<file path="src/rtl/watch_pkg.sv">
// Shared types and decode helpers for the stopwatch/timer run-control sequencer.
package watch_pkg;

  typedef enum logic [2:0] {
    SW_IDLE  = 3'd0,
    SW_RUN   = 3'd1,
    SW_LAP   = 3'd2,
    SW_PAUSE = 3'd3,
    TM_IDLE  = 3'd4,
    TM_RUN   = 3'd5,
    TM_PAUSE = 3'd6,
    TM_ALARM = 3'd7
  } watch_state_t;

  localparam logic [1:0] DISP_SW  = 2'b00;
  localparam logic [1:0] DISP_TM  = 2'b01;
  localparam logic [1:0] DISP_LAP = 2'b10;

  function automatic logic [1:0] disp_of(input watch_state_t s);
    if (s == SW_LAP)  return DISP_LAP;
    if (s >= TM_IDLE) return DISP_TM;
    return DISP_SW;
  endfunction

endpackage

</file>
<file path="src/rtl/watch_ctrl_btn_edge.sv">
// Two-flop synchronizer plus registered rising-edge detector for one raw button.
module btn_edge (
  input  logic clk,
  input  logic nrst,
  input  logic async_in,
  output logic pos_edge
);

  // [0],[1] synchronize, [2] holds the previous synchronized level.
  // Reset to "pressed" so a button held through reset release never looks like a new press.
  logic [2:0] sync_q;

  always_ff @(posedge clk or negedge nrst) begin
    if (!nrst) begin
      sync_q   <= 3'b111;
      pos_edge <= 1'b0;
    end else begin
      sync_q   <= {sync_q[1:0], async_in};
      pos_edge <= sync_q[1] & ~sync_q[2];
    end
  end

endmodule

</file>
<file path="src/rtl/watch_ctrl.sv">
// Mode/run-control sequencer: buttons in, counter/timer enables, clears, loads,
// display select and blinking alarm out. All outputs are registered.
module watch_ctrl
  import watch_pkg::*;
#(
  parameter int ALARM_TICKS = 50
) (
  input  logic         clk,
  input  logic         nrst,
  input  logic         pb_mode,
  input  logic         pb_start,
  input  logic         pb_lap,
  input  logic         pb_clear,
  input  logic         tick,
  input  logic         time_up,
  output logic         sw_en,
  output logic         sw_clr,
  output logic         tm_en,
  output logic         tm_clr,
  output logic         tm_load,
  output logic [1:0]   disp_sel,
  output logic         alarm,
  output watch_state_t state_dbg
);

  localparam int CW = $clog2(ALARM_TICKS + 1);
  localparam logic [CW-1:0] LAST = CW'(ALARM_TICKS - 1);

  logic p_mode, p_start, p_lap, p_clear;

  btn_edge u_mode  (.clk(clk), .nrst(nrst), .async_in(pb_mode),  .pos_edge(p_mode));
  btn_edge u_start (.clk(clk), .nrst(nrst), .async_in(pb_start), .pos_edge(p_start));
  btn_edge u_lap   (.clk(clk), .nrst(nrst), .async_in(pb_lap),   .pos_edge(p_lap));
  btn_edge u_clear (.clk(clk), .nrst(nrst), .async_in(pb_clear), .pos_edge(p_clear));

  // Only the highest-priority press survives; the rest are dropped.
  logic w_clear, w_mode, w_start, w_lap, w_any;
  assign w_clear = p_clear;
  assign w_mode  = p_mode  & ~p_clear;
  assign w_start = p_start & ~p_mode & ~p_clear;
  assign w_lap   = p_lap   & ~p_start & ~p_mode & ~p_clear;
  assign w_any   = p_clear | p_mode | p_start | p_lap;

  watch_state_t state, nxt;
  logic         clr_sw, clr_tm, load_tm;
  logic [CW-1:0] blink_cnt;

  always_comb begin
    nxt     = state;
    clr_sw  = 1'b0;
    clr_tm  = 1'b0;
    load_tm = 1'b0;
    case (state)
      SW_IDLE: begin
        if (w_clear)      clr_sw = 1'b1;
        else if (w_mode)  nxt = TM_IDLE;
        else if (w_start) nxt = SW_RUN;
      end
      SW_RUN: begin
        if (w_clear)      begin nxt = SW_IDLE; clr_sw = 1'b1; end
        else if (w_start) nxt = SW_PAUSE;
        else if (w_lap)   nxt = SW_LAP;
      end
      SW_LAP: begin
        if (w_clear)      begin nxt = SW_IDLE; clr_sw = 1'b1; end
        else if (w_start) nxt = SW_PAUSE;
        else if (w_lap)   nxt = SW_RUN;
      end
      SW_PAUSE: begin
        if (w_clear)      begin nxt = SW_IDLE; clr_sw = 1'b1; end
        else if (w_mode)  nxt = TM_IDLE;
        else if (w_start) nxt = SW_RUN;
      end
      TM_IDLE: begin
        if (w_clear)      clr_tm = 1'b1;
        else if (w_mode)  nxt = SW_IDLE;
        else if (w_start) begin
          if (!time_up) nxt = TM_RUN;
        end
        else if (w_lap)   load_tm = 1'b1;
      end
      TM_RUN: begin
        // Expiry outranks every button except clear.
        if (w_clear)      begin nxt = TM_IDLE; clr_tm = 1'b1; end
        else if (time_up) nxt = TM_ALARM;
        else if (w_start) nxt = TM_PAUSE;
      end
      TM_PAUSE: begin
        if (w_clear)      begin nxt = TM_IDLE; clr_tm = 1'b1; end
        else if (w_mode)  nxt = SW_IDLE;
        else if (w_start) nxt = TM_RUN;
      end
      TM_ALARM: begin
        if (w_any) begin nxt = TM_IDLE; clr_tm = 1'b1; end
      end
      default: nxt = SW_IDLE;
    endcase
  end

  always_ff @(posedge clk or negedge nrst) begin
    if (!nrst) begin
      state     <= SW_IDLE;
      sw_en     <= 1'b0;
      sw_clr    <= 1'b0;
      tm_en     <= 1'b0;
      tm_clr    <= 1'b0;
      tm_load   <= 1'b0;
      disp_sel  <= DISP_SW;
      alarm     <= 1'b0;
      blink_cnt <= '0;
    end else begin
      state    <= nxt;
      sw_clr   <= clr_sw;
      tm_clr   <= clr_tm;
      tm_load  <= load_tm;
      sw_en    <= (nxt == SW_RUN) || (nxt == SW_LAP);
      tm_en    <= (nxt == TM_RUN);
      disp_sel <= disp_of(nxt);
      if (nxt != TM_ALARM) begin
        alarm     <= 1'b0;
        blink_cnt <= '0;
      end else if (state != TM_ALARM) begin
        alarm     <= 1'b1;
        blink_cnt <= '0;
      end else if (tick) begin
        if (blink_cnt == LAST) begin
          alarm     <= ~alarm;
          blink_cnt <= '0;
        end else begin
          blink_cnt <= blink_cnt + CW'(1);
        end
      end
    end
  end

  assign state_dbg = state;

endmodule

</file>
<file path="config.mk">
export PLATFORM = sky130hd
export DESIGN_NAME = watch_ctrl
export DESIGN_NICKNAME = d
export VERILOG_FILES = /design/src/rtl/watch_pkg.sv /design/src/rtl/watch_ctrl_btn_edge.sv /design/src/rtl/watch_ctrl.sv
export SDC_FILE = /design/constraint.sdc
export NUM_CORES = 1
export LEC_CHECK = 0
export CORE_MARGIN = 2
export CORE_UTILIZATION = 45
export CTS_BUF_LIST = sky130_fd_sc_hd__clkbuf_8
export CTS_CLUSTER_SIZE = 14
export DETAILED_ROUTE_END_ITERATION = 10
export PLACE_DENSITY = 0.67
export SLEW_MARGIN = 10
export SYNTH_ARGS = -nofsm -noshare
export SYNTH_HDL_FRONTEND = slang
export SYNTH_HIERARCHICAL = 1
export SYNTH_SLANG_ARGS = --single-unit
</file>
<file path="constraint.sdc">
create_clock -name clk -period 1.9 [get_ports clk]
set_input_delay 0.19 -clock clk [delete_from_list [all_inputs] [get_ports clk]]
set_output_delay 0.19 -clock clk [all_outputs]
set_load 0.01 [all_outputs]
</file>
After elaboration in Yosys (flattened, before gate mapping)
Cells that the tools add are included.

Register bits: 33. Bits of input ports: 8. Word-level logic and storage cells: 106. Output and inout port bits: 11.

Reductions and logical operators: 7. $add $sub $neg: 1. Equal/unequal tests: 13. Multiplexer cells: 46. Magnitude comparators: 1. Bitwise gates (word level): 21.

Operator list (number): $mux 3 (21); $mux 6 (4); $pmux 3 s8 (1); $eq 3x3->1 const B (5); $mux 1 (15); $and 1x1->1 (10); $eq 3x2->1 const B (3); $mux 2 (4); $not 1->1 (8); $add 6x1->6 const B (1); $eq 3x1->1 const B (2); $eq 6x6->1 const B (1); $ne 3x3->1 const B (2); $reduce_bool 3->1 (2); $reduce_or 4->1 (1); $ge 3x3->1 const B (1); $logic_not 3->1 (1); $or 1x1->1 (3); $reduce_or 3->1 (1); $pmux 1 s2 (1); $reduce_and 2->1 (1); $logic_or 1x1->1 (1).

Logic depth before layout (Yosys ltp)
Gate-level depths: netlist of run 1.

Depth in word-level cells: 13. Gate-level depth with buffers: 6. Gate-level depth less buffers: 5.

Cells and area by module
The synthesis of run 1 kept the hierarchy.

Modules (own cells, without submodules): watch_ctrl (area each 1007.2 um^2, times used 1, cells each 108, sequential area each 400.4 um^2); btn_edge (area each 117.6 um^2, times used 4, cells each 5, sequential area each 103.8 um^2).

Worst setup path after synthesis of run 1
OpenSTA, ideal clock, no wires.

Path type: flip-flop to flip-flop. From: reg u_clear.pos_edge. To: reg alarm. Setup slack: 0.259 ns. Data arrival time: 1.520 ns. Stages on the path, launching flop included: 7. Setup time: 0.120 ns. Required time: 1.780 ns. Clock period less this slack: 1.641 ns. Path buffers: 1. Cells stage by stage: dfrtp_1 buf_4 or3b_4 o21ai_2 a31oi_1 or2_4 a41o_1.

Word-level cells in the longest chain between the ends: 9. Elaborated cells between the ends (all ways): 33. Those cells by class: 1 x eq/ne; 22 x mux; 7 x bitwise; 3 x reduce/logical.

Ends and longest elaborated chain: start: declaration (RTL line watch_ctrl_btn_edge.sv:6) `output logic pos_edge`; start signal: assignment (RTL line watch_ctrl_btn_edge.sv:19) `pos_edge <= sync_q[1] & ~sync_q[2];`; $not 1->1 (RTL line watch_ctrl.sv:39, watch_ctrl.sv:40, watch_ctrl.sv:41); $and 1x1->1 (on tied branches) (RTL line watch_ctrl.sv:40, watch_ctrl.sv:41); $mux 3, or another cell as far along (RTL line watch_ctrl.sv:91) `else if (w_start) nxt = TM_RUN;`; $mux 3, or another cell as far along (RTL line watch_ctrl.sv:90) `else if (w_mode) nxt = SW_IDLE;`; $mux 3, or another cell as far along (RTL line watch_ctrl.sv:89) `if (w_clear) begin nxt = TM_IDLE; clr_tm = 1'b1; end`; $pmux 3 s8 * (RTL line watch_ctrl.sv:53) `case (state)`; via nxt[0] (RTL line watch_ctrl.sv:44) `watch_state_t state, nxt;`; $ne 3x3->1 * (RTL line watch_ctrl.sv:119) `if (nxt != TM_ALARM) begin`; $reduce_bool 3->1 (no line); $reduce_and 2->1 (no line); end signal: assignment (RTL line watch_ctrl.sv:127) `alarm <= ~alarm;`; end: declaration (RTL line watch_ctrl.sv:22) `output logic alarm,`.

Mark *: on every way through the listed nets, which the timed path passes. The rest lies on a longest branch. A chain may end at the register's enable or synchronous reset.

Final worst setup path of run 1
From: reg u_mode.pos_edge. To: reg alarm.

Word-level cells in the longest chain between the ends: 10. Elaborated cells between the ends (all ways): 35. Those cells by class: 1 x eq/ne; 22 x mux; 9 x bitwise; 3 x reduce/logical.

Ends and longest elaborated chain (RTL line): start: declaration (watch_ctrl_btn_edge.sv:6); start signal: assignment (watch_ctrl_btn_edge.sv:19); $not 1->1 (watch_ctrl.sv:40, watch_ctrl.sv:41); $and 1x1->1 (on tied branches) (2 in a row) (watch_ctrl.sv:40, watch_ctrl.sv:41); $mux 3, or another cell as far along (watch_ctrl.sv:91); $mux 3, or another cell as far along (watch_ctrl.sv:90); $mux 3, or another cell as far along (watch_ctrl.sv:89); $pmux 3 s8 * (watch_ctrl.sv:53); $ne 3x3->1 * (watch_ctrl.sv:119); $reduce_bool 3->1 (no line); $reduce_and 2->1 (no line).

Every way passes the cells marked *; elsewhere a longest branch is shown, timed or not.

==> results of run 1 <==
==> flip-flops by register name (all words and copies together), names as in the netlist, 3 cells and up <==
| name | cells |
|---|---|
| u_lap/sync_q | 3 |
| u_clear/sync_q | 3 |
| blink_cnt | 6 |
| u_start/sync_q | 3 |
| u_mode/sync_q | 3 |
| state_dbg | 3 |
==> timing repair <==
item / in CTS / in global routing
setup buffers: 0 / 2
resized for setup: 0 / 3
endpoints found under the hold margin: 0 / 0
hold buffers: 0 / 0
setup endpoints to repair: 0 / 6
==> worst paths after layout <==
| path | start | to | slack, ps | cells after the start |
|---|---|---|---|---|
| worst max-delay path | u_mode/pos_edge | alarm | 120 | 6 |
| worst min-delay path | nrst | blink_cnt[5] | 290 | 2 |
| worst max register to register | u_mode/pos_edge | alarm | 120 | 6 |
| worst min register to register | u_lap/sync_q[0] | u_lap/sync_q[1] | 360 | 0 |
| max in group asynchronous | nrst | u_clear/sync_q[1] | 1290 | 2 |
| min in group clk | pb_lap | u_lap/sync_q[0] | 310 | 1 |
==> power groups by stage <==
stage	registers (mW)	clock network (mW)	logic, mW
detailed placement	0.847	0	0.451
global route	0.849	0.666	0.489
floorplan	0.833	0	0.255
finish	0.838	0.626	0.449
CTS	0.836	0.639	0.453
global placement	0.850	0	0.450
==> cells in the mapped netlist (all sizes together), types with 2 or more instances <==
cell type / instances
o2bb2ai: 3
buf: 7
dfrtp: 20
o21ai: 8
dfstp: 12
nor3: 2
inv: 3
nor2b: 6
nor2: 9
or2: 3
o21a: 2
nand3: 3
and3: 3
nor4b: 3
a21oi: 4
ha: 2
nand2b: 5
nand4: 2
nand2: 5
o22ai: 3
a31oi: 2
a41o: 3
==> cells by family after synthesis <==
kind of cell	synth area share
adders and majority gates	0.0169
AOI/OAI and AO/OA	0.158
buffers and inverters	0.0432
DFF	0.552
xor gates and xnor gates	0.00593
and+or+nand+nor	0.218
muxes	0.00677
==> metal layers <==
layer / GRT usage / wire length (um) / vias to the layer above / part of all wire
met4: 0.0652 / 51 / 0 / 0.019
li1: - / - / 514 / -
met5: 0 / 0 / - / 0
met1: 0.206 / 1170 / 515 / 0.44
met3: 0.0756 / 185 / 5 / 0.070
met2: 0.249 / 1230 / 26 / 0.47
==> stage by stage <==
| step | power (mW) | util | instance area [um2] | setup WS (ps) |
|---|---|---|---|---|
| floorplan | 1.09 | - | 1480 | 259 |
| global placement | 1.30 | 0.557 | 1710 | 97.5 |
| CTS | 1.93 | 0.591 | 1820 | 67.9 |
| detailed placement | 1.30 | 0.557 | 1710 | 86.2 |
| global route | 2.00 | 0.598 | 1840 | 22.0 |
| finish | 1.91 | 0.598 | 1840 | 116 |
==> critical path, delay by kind of cell (launching register included) <==
kind	cells	cell delay, ps
and+or+nand+nor	2	520
buffers and inverters	1	150
DFF	1	450
AOI/OAI and AO/OA	3	600
==> placed cells by master, fill, tap and decap left out, types with 2 or more instances in the layout <==
cell type	n
dfrtp_1	18
clkdlybuf4s50_1	18
dfstp_2	12
nor2_1	9
buf_4	9
o21ai_0	7
nand2b_1	5
nand2_1	5
clkbuf_8	5
a21oi_1	4
inv_1	4
nor2b_4	4
nor4b_1	3
nand3_1	3
o22ai_1	3
and3_1	3
o2bb2ai_1	3
nor3_1	2
o21a_1	2
nand4_1	2
nor2b_1	2
a41o_1	2
ha_1	2
dfrtp_2	2
==> layout make-up <==
cell class	instances	area (um2)	share of cell area
sequential	32	818	0.445
clock buffer	5	68.8	0.0374
clock inverter	3	38.8	0.0211
tap	44	55.1	0.0299
multi-input combinational	85	599	0.326
inverter	3	11.3	0.00612
timing repair buffer	27	248	0.135
==> summary.md, run 1 <==
| Metric | Value |
|---|---|
| Buffers on Ports | `18` |
| Ys async rst share | `1.00` |
| Clock sinks | `32` |
| Least-Margin Pin Slew | `roughly 380 ps` |
| Number of fill cells in the layout | `between 200 and 300` |
| Max Cap Viol | `0` |
| Overall global routing resource usage | `0.165` |
| Cells after Synth | `between 100 and 150` |
| GR Overflow Total | `0` |
| First-pass GRT wire length | `4.33 mm` |
| Die height | `61.3 um` |
| Max Freq | `~0.56 GHz` |
| Rows | `20` |
| Net Switching | `approximately 0.53 mW` |
| Main flop type after synthesis | `dfrtp_1` |
| Die area | `between 3000 and 4000 um2` |
| Synthesis-stage register bit count | `32` |
| Setup TNS | `0 ps` |
| H-tree depth | `2` |
| Register area share after synthesis | `0.552` |
| Leakage Power | `roughly 0.79 nW` |
| Logic pwr share | `0.235` |
| Clock Pin Slew Worst Setup and Hold Paths | `70 ps` |
| Core area | `3080 um2` |
| Num CTS Buffers | `5` |
| Vias in the first global route | `~960` |
| Clock Tree Root | `clkbuf_8` |
| Seq pwr share | `0.438` |
| Critical path data arrival time | `2010 ps` |
| Initial antenna violation count | `0` |
| Final non-filler cell total | `about 200` |
| Top post-synthesis cells by area | `dfrtp_1, dfstp_2, nor2b_4` |
| Int Pwr | `1.38 mW` |
| Clock power frac | `0.327` |
| Worst-skew pair later-pin latency | `about 290 ps` |
| Critical Path RT | `2130 ps` |
| Initial DRT Pass Iterations | `4` |
| RSZ-0062 raised after global routing | `no` |
| Fin. Hold Viols | `0` |
| Switching share of power | `0.278` |
| Drt drc | `0` |
| VDD IR max | `0.577 mV` |
| Post-Syn Area per Cell | `approximately 12 um2` |
| Chip width | `61.3 um` |
| Iter 0 DRT Violations | `36` |
| Final #Nets | `about 160` |
| Longest Clk Path Bufs | `2` |
| Final Wtd Congestion | `roughly 0.84` |
| Type of origin of the critical path | `register` |
| Yosys warning count | `6` |
| Post-synth EDFFs | `0` |
| Post-synthesis instance area | `around 1500 um2` |
| Final WL | `between 2 and 3 mm` |
| Setup crit end kind | `register` |
| I/O pins | `19` |
| P&R area growth vs syn | `24.5%` |
| Fraction of layout cells with a size suffix above 1 | `0.258` |
| Initial Util | `0.480` |
| Final Skew | `approximately 6.0 ps` |
| Tmin final | `about 1800 ps` |
| Slowest stage delay, CP | `450 ps` |
| CTS tree | `yes` |
| Vias per inst | `5.33` |
| Hold slack | `between 200 and 300 ps` |
| Pins Over Slew Limit | `0` |
| Max FO, Critical Path | `8` |
| Slew margin rel. | `0.749` |
| Cells after DPL | `roughly 190` |
| CP Class | `reg2reg` |
| Pwr Density | `around 1000 nW/um2` |
| # diodes | `0` |
| Setup violations, final | `0` |
| Yosys top cell area share | `0.339` |
| Post-synthesis net count | `138` |
| Status | `finished, final reports clean` |
| HPWL after detailed placement | `approximately 1.9 mm` |
| Routed len/inst | `~13 um` |
| Worst path cell trace | `nor4_1 > nand4_1 > a41o_2 > buf_4 > a21boi_0 > a41o_1` |
| HP Class | `in2async` |
| Critical Path Slowest Stage Cell | `dfrtp_1` |
| Largest net degree at the start of global routing | `33` |
| Post-synth cell types | `47` |
| Crit share post-route | `0.939` |
| ANT nets after route | `0` |
| Vias | `1060` |
| Biggest area consumer among synthesized cells | `dfrtp_1` |
Note: power is estimated with default switching activity, not from simulation.
==> run 2, diff against run 1 <==
Settings changed: CAP_MARGIN set to 15, CORE_ASPECT_RATIO set to 1.1, CTS_CLUSTER_DIAMETER set to 150.
==> run 2 against run 1 <==
The run now ends with DRC left. First-iteration DRC count fell by 17%. Core utilization rose by 1.5 points. Flip-flop and latch count did not move. Setup slack got worse by 61 ps. Largest cell class unchanged.
==> summary.md, run 2 (synthesis results as in run 1) <==
| Metric | Value |
|---|---|
| Initial DRT Pass Iterations | `7 (was 4)` |
| Cells after DPL | `178 (was 189)` |
| Final non-filler cell total | `194 (was 199)` |
| Setup violations, final | `0 (unchanged)` |
| H-tree depth | `2 (unchanged)` |
| CP Class | `reg2reg (unchanged)` |
| Clock sinks | `32 (unchanged)` |
| Setup crit end kind | `register (unchanged)` |
| # diodes | `0 (unchanged)` |
| Critical Path RT | `2060 ps (was 2130 ps)` |
| VDD IR max | `0.680 mV (was 0.577 mV)` |
| Max Cap Viol | `0 (unchanged)` |
| Final WS setup | `54.8 ps (was 116 ps)` |
| Final Wtd Congestion | `0.915 (was 0.844)` |
| HP Class | `in2async (unchanged)` |
| Vias per inst | `5.70 (was 5.33)` |
| Pins Over Slew Limit | `0 (unchanged)` |
| Largest net degree at the start of global routing | `33 (unchanged)` |
| Rows | `21 (was 20)` |
| Vias in the first global route | `1027 (was 959)` |
| Overall global routing resource usage | `0.183 (was 0.165)` |
| Num CTS Buffers | `5 (unchanged)` |
| Max Freq | `0.542 GHz (was 0.560 GHz)` |
| Core area | `3100 um2 (was 3080 um2)` |
| Initial Util | `0.477 (was 0.480)` |
| Leakage Power | `0.826 nW (was 0.792 nW)` |
| Crit share post-route | `0.971 (was 0.939)` |
| Failing checks | `DRC` |
| Max FO, Critical Path | `5 (was 8)` |
| Die area | `3760 um2 (about the same)` |
| Cell Area, Placed | `1690 um2 (was 1710 um2)` |
| CTS tree | `yes (unchanged)` |
| Pwr Density | `1070 nW/um2 (was 1040 nW/um2)` |
| Fraction of layout cells with a size suffix above 1 | `0.294 (was 0.258)` |
| Clock Tree Root | `clkbuf_8 (unchanged)` |
| Final WL | `3.03 mm (was 2.64 mm)` |
| Commonest non-fill, non-tap cell in the layout | `clkdlybuf4s50_1` |
| I/O pins | `19 (unchanged)` |
| Layout Utilization | `0.612 (was 0.598)` |
| Max reg flops | `6 (unchanged)` |
| Least-Margin Pin Slew | `430 ps (was 377 ps)` |
| Initial antenna violation count | `0 (unchanged)` |
| Routed len/inst | `15.6 um (was 13.3 um)` |
| Fin. Hold Viols | `0 (unchanged)` |
| Longest Clk Path Bufs | `2 (unchanged)` |
| Slew margin rel. | `0.710 (was 0.749)` |
| Commonest cells after routing, fill and taps aside | `clkdlybuf4s50_1, dfrtp_1, buf_4, dfstp_2, nor2_1 (was dfrtp_1, clkdlybuf4s50_1, dfstp_2, nor2_1, buf_4)` |
| HPWL after detailed placement | `1.93 mm (was 1.86 mm)` |
| First-pass GRT wire length | `4.95 mm (was 4.33 mm)` |
| Type of origin of the critical path | `register (unchanged)` |
| GR Overflow Total | `0 (unchanged)` |
| Die height | `64.1 um (was 61.3 um)` |
| Final #Nets | `169 (was 164)` |
| Setup slack at placement | `81.8 ps (was 86.2 ps)` |
| Drt drc | `1 (was 0)` |
| Critical path data arrival time | `2000 ps (was 2010 ps)` |
| Clock Pin Slew Worst Setup and Hold Paths | `70 ps (about the same)` |
| Setup TNS | `0 ps (unchanged)` |
| Iter 0 DRT Violations | `30 (was 36)` |
| RSZ-0062 raised after global routing | `yes (was no)` |
| Top reg by flops | `blink_cnt (unchanged)` |
| Chip width | `58.6 um (was 61.3 um)` |
| Final Cell Area | `1900 um2 (was 1840 um2)` |
| Hold slack | `280 ps (was 286 ps)` |
| Tmin final | `1850 ps (was 1780 ps)` |
| Final Skew | `8.41 ps (was 5.95 ps)` |
| Status | `finished with violations (was finished, final reports clean)` |
| Worst-skew pair later-pin latency | `290 ps (about the same)` |
| Vias | `1105 (was 1060)` |
| ANT nets after route | `0 (unchanged)` |
| Buffers on Ports | `18 (unchanged)` |
| Total power | `2.04 mW (was 1.91 mW)` |
| P&R area growth vs syn | `28.5% (was 24.5%)` |
[run 2: what timing repair did]
| item | in CTS | in global routing |
|---|---|---|
| hold buffers | 0 | 0 |
| setup endpoints to repair | 8 | 9 |
| buffers inserted | 2 | 6 |
| resized for setup | 3 | 3 |
| pin swaps | 1 | 1 |
[run 2: critical path: stages, from the launching register on]
cell     delay [ps]
dfrtp_2         450
buf_4           150
or3b_4          390
o21ai_0         390
or2_4           240
o22ai_1          90
[run 2: final cells by class]
class | instances | area (um2)
clock buffer | 7 | 96.3
clock inverter | 1 | 30.0
fill | 259 | 1200
inverter | 3 | 11.3
multi-input combinational | 85 | 613
sequential | 32 | 820
tap | 34 | 42.5
timing repair buffer | 32 | 285
[run 2: final timing paths]
check | from | endpoint | slack (ps) | cells after the start
max | u_mode/pos_edge | sw_en | 50 | 5
min | nrst | blink_cnt[5] | 280 | 2
max reg2reg | u_mode/pos_edge | sw_en | 50 | 5
min reg2reg | u_lap/sync_q[0] | u_lap/sync_q[1] | 350 | 0
max in group asynchronous | nrst | u_lap/sync_q[0] | 1290 | 2
min in group clk | pb_mode | u_mode/sync_q[0] | 310 | 1
[run 2: layer usage]
| layer | vias up | GRT usage | wire length (um) |
|---|---|---|---|
| met3 | 9 | 0.0628 | 134 |
| met4 | 0 | 0.0966 | 111 |
| li1 | 525 | - | - |
| met2 | 27 | 0.281 | 1490 |
| met5 | - | 0 | 0 |
| met1 | 544 | 0.224 | 1300 |
[run 2: power by group]
| part | internal, mW | switching [mW] |
|---|---|---|
| combinational | 0.256 | 0.225 |
| sequential | 0.753 | 0.0830 |
| clock | 0.462 | 0.258 |
| total | 1.47 | 0.566 |
==> run 3, diff against run 2 <==
Settings changed: ABC_AREA set to 1, SKIP_LAST_GASP set to 1.
==> run 3 against run 2 <==
First-iteration DRC count grew 13%. Die area shrank 1.6%. Power grew 3.6%. The run now ends clean.
==> summary.md, run 3 <==
| Metric | Value |
|---|---|
| Status | `finished, final reports clean (was finished with violations)` |
| Final #Nets | `186 (was 169)` |
| Switching share of power | `0.357 (was 0.278)` |
| GR Overflow Total | `0 (unchanged)` |
| Post-CTS Resized | `0 (was 3)` |
| Vias | `1095 (was 1105)` |
| # diodes | `0 (unchanged)` |
| Logic pwr share | `0.337 (was 0.236)` |
| Drt drc | `0 (was 1)` |
| Post-synth cell types | `28 (was 47)` |
| Yosys warning count | `6 (unchanged)` |
| Tmin final | `1630 ps (was 1850 ps)` |
| Crit share post-route | `0.858 (was 0.971)` |
| Clock Tree Root | `clkbuf_8 (unchanged)` |
| VDD IR max | `0.780 mV (was 0.680 mV)` |
| Final WL | `2.57 mm (was 3.03 mm)` |
| Num CTS Buffers | `5 (unchanged)` |
| Leakage Power | `0.837 nW (was 0.826 nW)` |
| Top cells by count, synth | `nand2_1, dfrtp_1, inv_1, nand3_1, dfstp_2 (was dfrtp_1, dfstp_2, nor2_1, o21ai_0)` |
| Post-synth EDFFs | `0 (unchanged)` |
| ANT nets after route | `0 (unchanged)` |
| Max reg flops | `6 (unchanged)` |
| Clock power frac | `0.248 (was 0.354)` |
| Max FO, Critical Path | `10 (was 5)` |
| Vias per inst | `5.19 (was 5.70)` |
| Clock Pin Slew Worst Setup and Hold Paths | `60 ps (was 70 ps)` |
| HPWL after detailed placement | `1.88 mm (was 1.93 mm)` |
| Top post-synthesis cells by area | `dfrtp_1, dfstp_2, nand2_1 (was dfrtp_1, dfstp_2, nor2b_4)` |
| Int Pwr | `1.36 mW (was 1.47 mW)` |
| Worst-skew pair later-pin latency | `280 ps (was 290 ps)` |
| Die area | `3700 um2 (was 3760 um2)` |
| Cell Area, Placed | `1660 um2 (was 1690 um2)` |
| Setup Buffers After CTS | `0 (was 2)` |
| Synthesis-stage register bit count | `32 (unchanged)` |
| Final Wtd Congestion | `0.893 (was 0.915)` |
| Post-Syn Area per Cell | `9.56 um2 (was 11.5 um2)` |
| Critical Path RT | `1710 ps (was 2060 ps)` |
| H-tree depth | `2 (unchanged)` |
| Setup crit end kind | `output port (was register)` |
| Clock sinks | `32 (unchanged)` |
| Die height | `63.6 um (was 64.1 um)` |
| Critical path data arrival time | `1440 ps (was 2000 ps)` |
| Max Cap Viol | `0 (unchanged)` |
| RSZ-0062 raised after global routing | `no (was yes)` |
| Initial antenna violation count | `0 (unchanged)` |
| Seq pwr share | `0.415 (was 0.410)` |
| Final Cell Area | `1760 um2 (was 1900 um2)` |
| Vias in the first global route | `1135 (was 1027)` |
| Fraction of layout cells with a size suffix above 1 | `0.232 (was 0.294)` |
| Slowest stage delay, CP | `610 ps (was 450 ps)` |
| Overall global routing resource usage | `0.176 (was 0.183)` |
| Final non-filler cell total | `211 (was 194)` |
| CP Class | `reg2out (was reg2reg)` |
| Commonest non-fill, non-tap cell in the layout | `nand2_1 (was clkdlybuf4s50_1)` |
| First-pass GRT wire length | `4.88 mm (was 4.95 mm)` |
| Type of origin of the critical path | `register (unchanged)` |
| Setup TNS | `0 ps (unchanged)` |
| CTS tree | `yes (unchanged)` |
| Least-Margin Pin Slew | `384 ps (was 430 ps)` |
| Cells after DPL | `203 (was 178)` |
| Critical Path Slowest Stage Cell | `clkdlybuf4s50_1 (was dfrtp_2)` |
| Worst r2r path cells | `8 (was 5)` |
| HP Class | `in2async (unchanged)` |
| Post-synthesis net count | `162 (was 138)` |
| Slew margin rel. | `0.744 (was 0.710)` |
| P&R area growth vs syn | `21.0% (was 28.5%)` |
| Max Freq | `0.613 GHz (was 0.542 GHz)` |
| Fin. Hold Viols | `0 (unchanged)` |
| Post-CTS Hold Buffers | `0 (unchanged)` |
| Biggest area consumer among synthesized cells | `dfrtp_1 (unchanged)` |
| Initial Util | `0.473 (was 0.477)` |
| Crit-path leading delay family | `buffers and inverters (was simple AND/OR/NAND/NOR gates)` |
| Main flop type after synthesis | `dfrtp_1 (unchanged)` |
| Initial DRT Pass Iterations | `4 (was 7)` |
| Commonest cells after routing, fill and taps aside | `nand2_1, inv_1, dfrtp_1, clkdlybuf4s50_1, nand3_1 (was clkdlybuf4s50_1, dfrtp_1, buf_4, dfstp_2, nor2_1)` |
| Ys async rst share | `1.00 (unchanged)` |
| Iter 0 DRT Violations | `34 (was 30)` |
| Largest net degree at the start of global routing | `33 (unchanged)` |
| Chip width | `58.2 um (was 58.6 um)` |
| Routed len/inst | `12.2 um (was 15.6 um)` |
| Pwr Density | `1200 nW/um2 (was 1070 nW/um2)` |
| Top-count cell post-synth | `nand2_1 (was dfrtp_1)` |
| Worst path cell trace | `clkdlybuf4s50_1 (was buf_4 > or3b_4 > o21ai_0 > or2_4 > o22ai_1)` |
| Top reg by flops | `blink_cnt (unchanged)` |
| Rows | `21 (unchanged)` |
| Setup violations, final | `0 (unchanged)` |
| Net Switching | `0.753 mW (was 0.566 mW)` |
| Number of fill cells in the layout | `273 (was 259)` |
| Worst Path Buf+Inv | `1 (unchanged)` |
| Buffers on Ports | `18 (unchanged)` |
| I/O pins | `19 (unchanged)` |
| Core area | `3070 um2 (was 3100 um2)` |
| Pins Over Slew Limit | `0 (unchanged)` |
| Longest Clk Path Bufs | `2 (unchanged)` |
| Yosys top cell area share | `0.345 (was 0.339)` |
| Register area share after synthesis | `0.562 (was 0.552)` |
| Final Skew | `7.81 ps (was 8.41 ps)` |
| Crit path depth | `1 (was 5)` |
| Post-synthesis instance area | `1450 um2 (was 1480 um2)` |
| Cells after Synth | `152 (was 128)` |
[run 3: cell types whose count changed after synthesis, moves of 5 or more]
cell	previous run	this run
nand2_1	5	23
nand2b_1	5	0
inv_2	0	5
nand3_1	3	16
nor2_2	0	6
inv_1	3	20
[run 3: kinds of logic after synthesis]
| kind of cell | share of synthesized area |
|---|---|
| compound gates | 0.0586 |
| fa+ha+maj | 0.0172 |
| buf+inv | 0.0818 |
| flops | 0.562 |
| simple gates | 0.281 |
[run 3: worst register-to-register path: stages, from the launching register on]
cell and delay, ps:
dfrtp_1 560, inv_2 140, nor3_4 230, nand2_4 120, nor2_8 120, inv_4 70, nand2_4 70, inv_2 50
nor3_1 190
[run 3: power by group through the flow]
stage | clock network, mW | registers [mW] | logic (mW)
floorplan | 0 | 0.878 | 0.475
global placement | 0 | 0.884 | 0.708
detailed placement | 0 | 0.887 | 0.708
CTS | 0.550 | 0.875 | 0.710
global route | 0.576 | 0.890 | 0.811
finish | 0.524 | 0.876 | 0.711
[run 3: layout make-up]
cell class                 instances  area [um2]  share of cell area
tap                               34        42.5              0.0242
sequential                        32         816               0.464
timing repair buffer              19         188               0.107
inverter                          26         100              0.0569
multi-input combinational         92         518               0.295
clock buffer                       6        82.6              0.0470
clock inverter                     2        11.3             0.00641
[run 3: through the flow]
step,power (mW),hold slack [ps],setup WS [ps],utilization
floorplan,1.35,-106,502,-
global placement,1.59,345,333,0.541
detailed placement,1.60,348,313,0.541
CTS,2.14,301,267,0.572
global route,2.28,302,87.0,0.572
finish,2.11,301,269,0.572
[run 3: layer usage]
layer / GRT usage / up-vias / wire [um] / share of wire
met5: 0 / - / 0 / 0
met4: 0.0930 / 0 / 74 / 0.029
met3: 0.0554 / 6 / 150 / 0.058
met2: 0.284 / 40 / 1310 / 0.51
met1: 0.206 / 509 / 1030 / 0.40
li1: - / 540 / - / -
[run 3: final timing paths]
check | from | end | slack (ps)
max | state_dbg[1] | state_dbg[1] | 270
min | nrst | state_dbg[2] | 300
max reg2reg | state_dbg[1] | blink_cnt[5] | 280
min reg2reg | u_mode/sync_q[0] | u_mode/sync_q[1] | 360
max in group asynchronous | nrst | u_lap/sync_q[0] | 1280
min in group clk | pb_lap | u_lap/sync_q[0] | 310
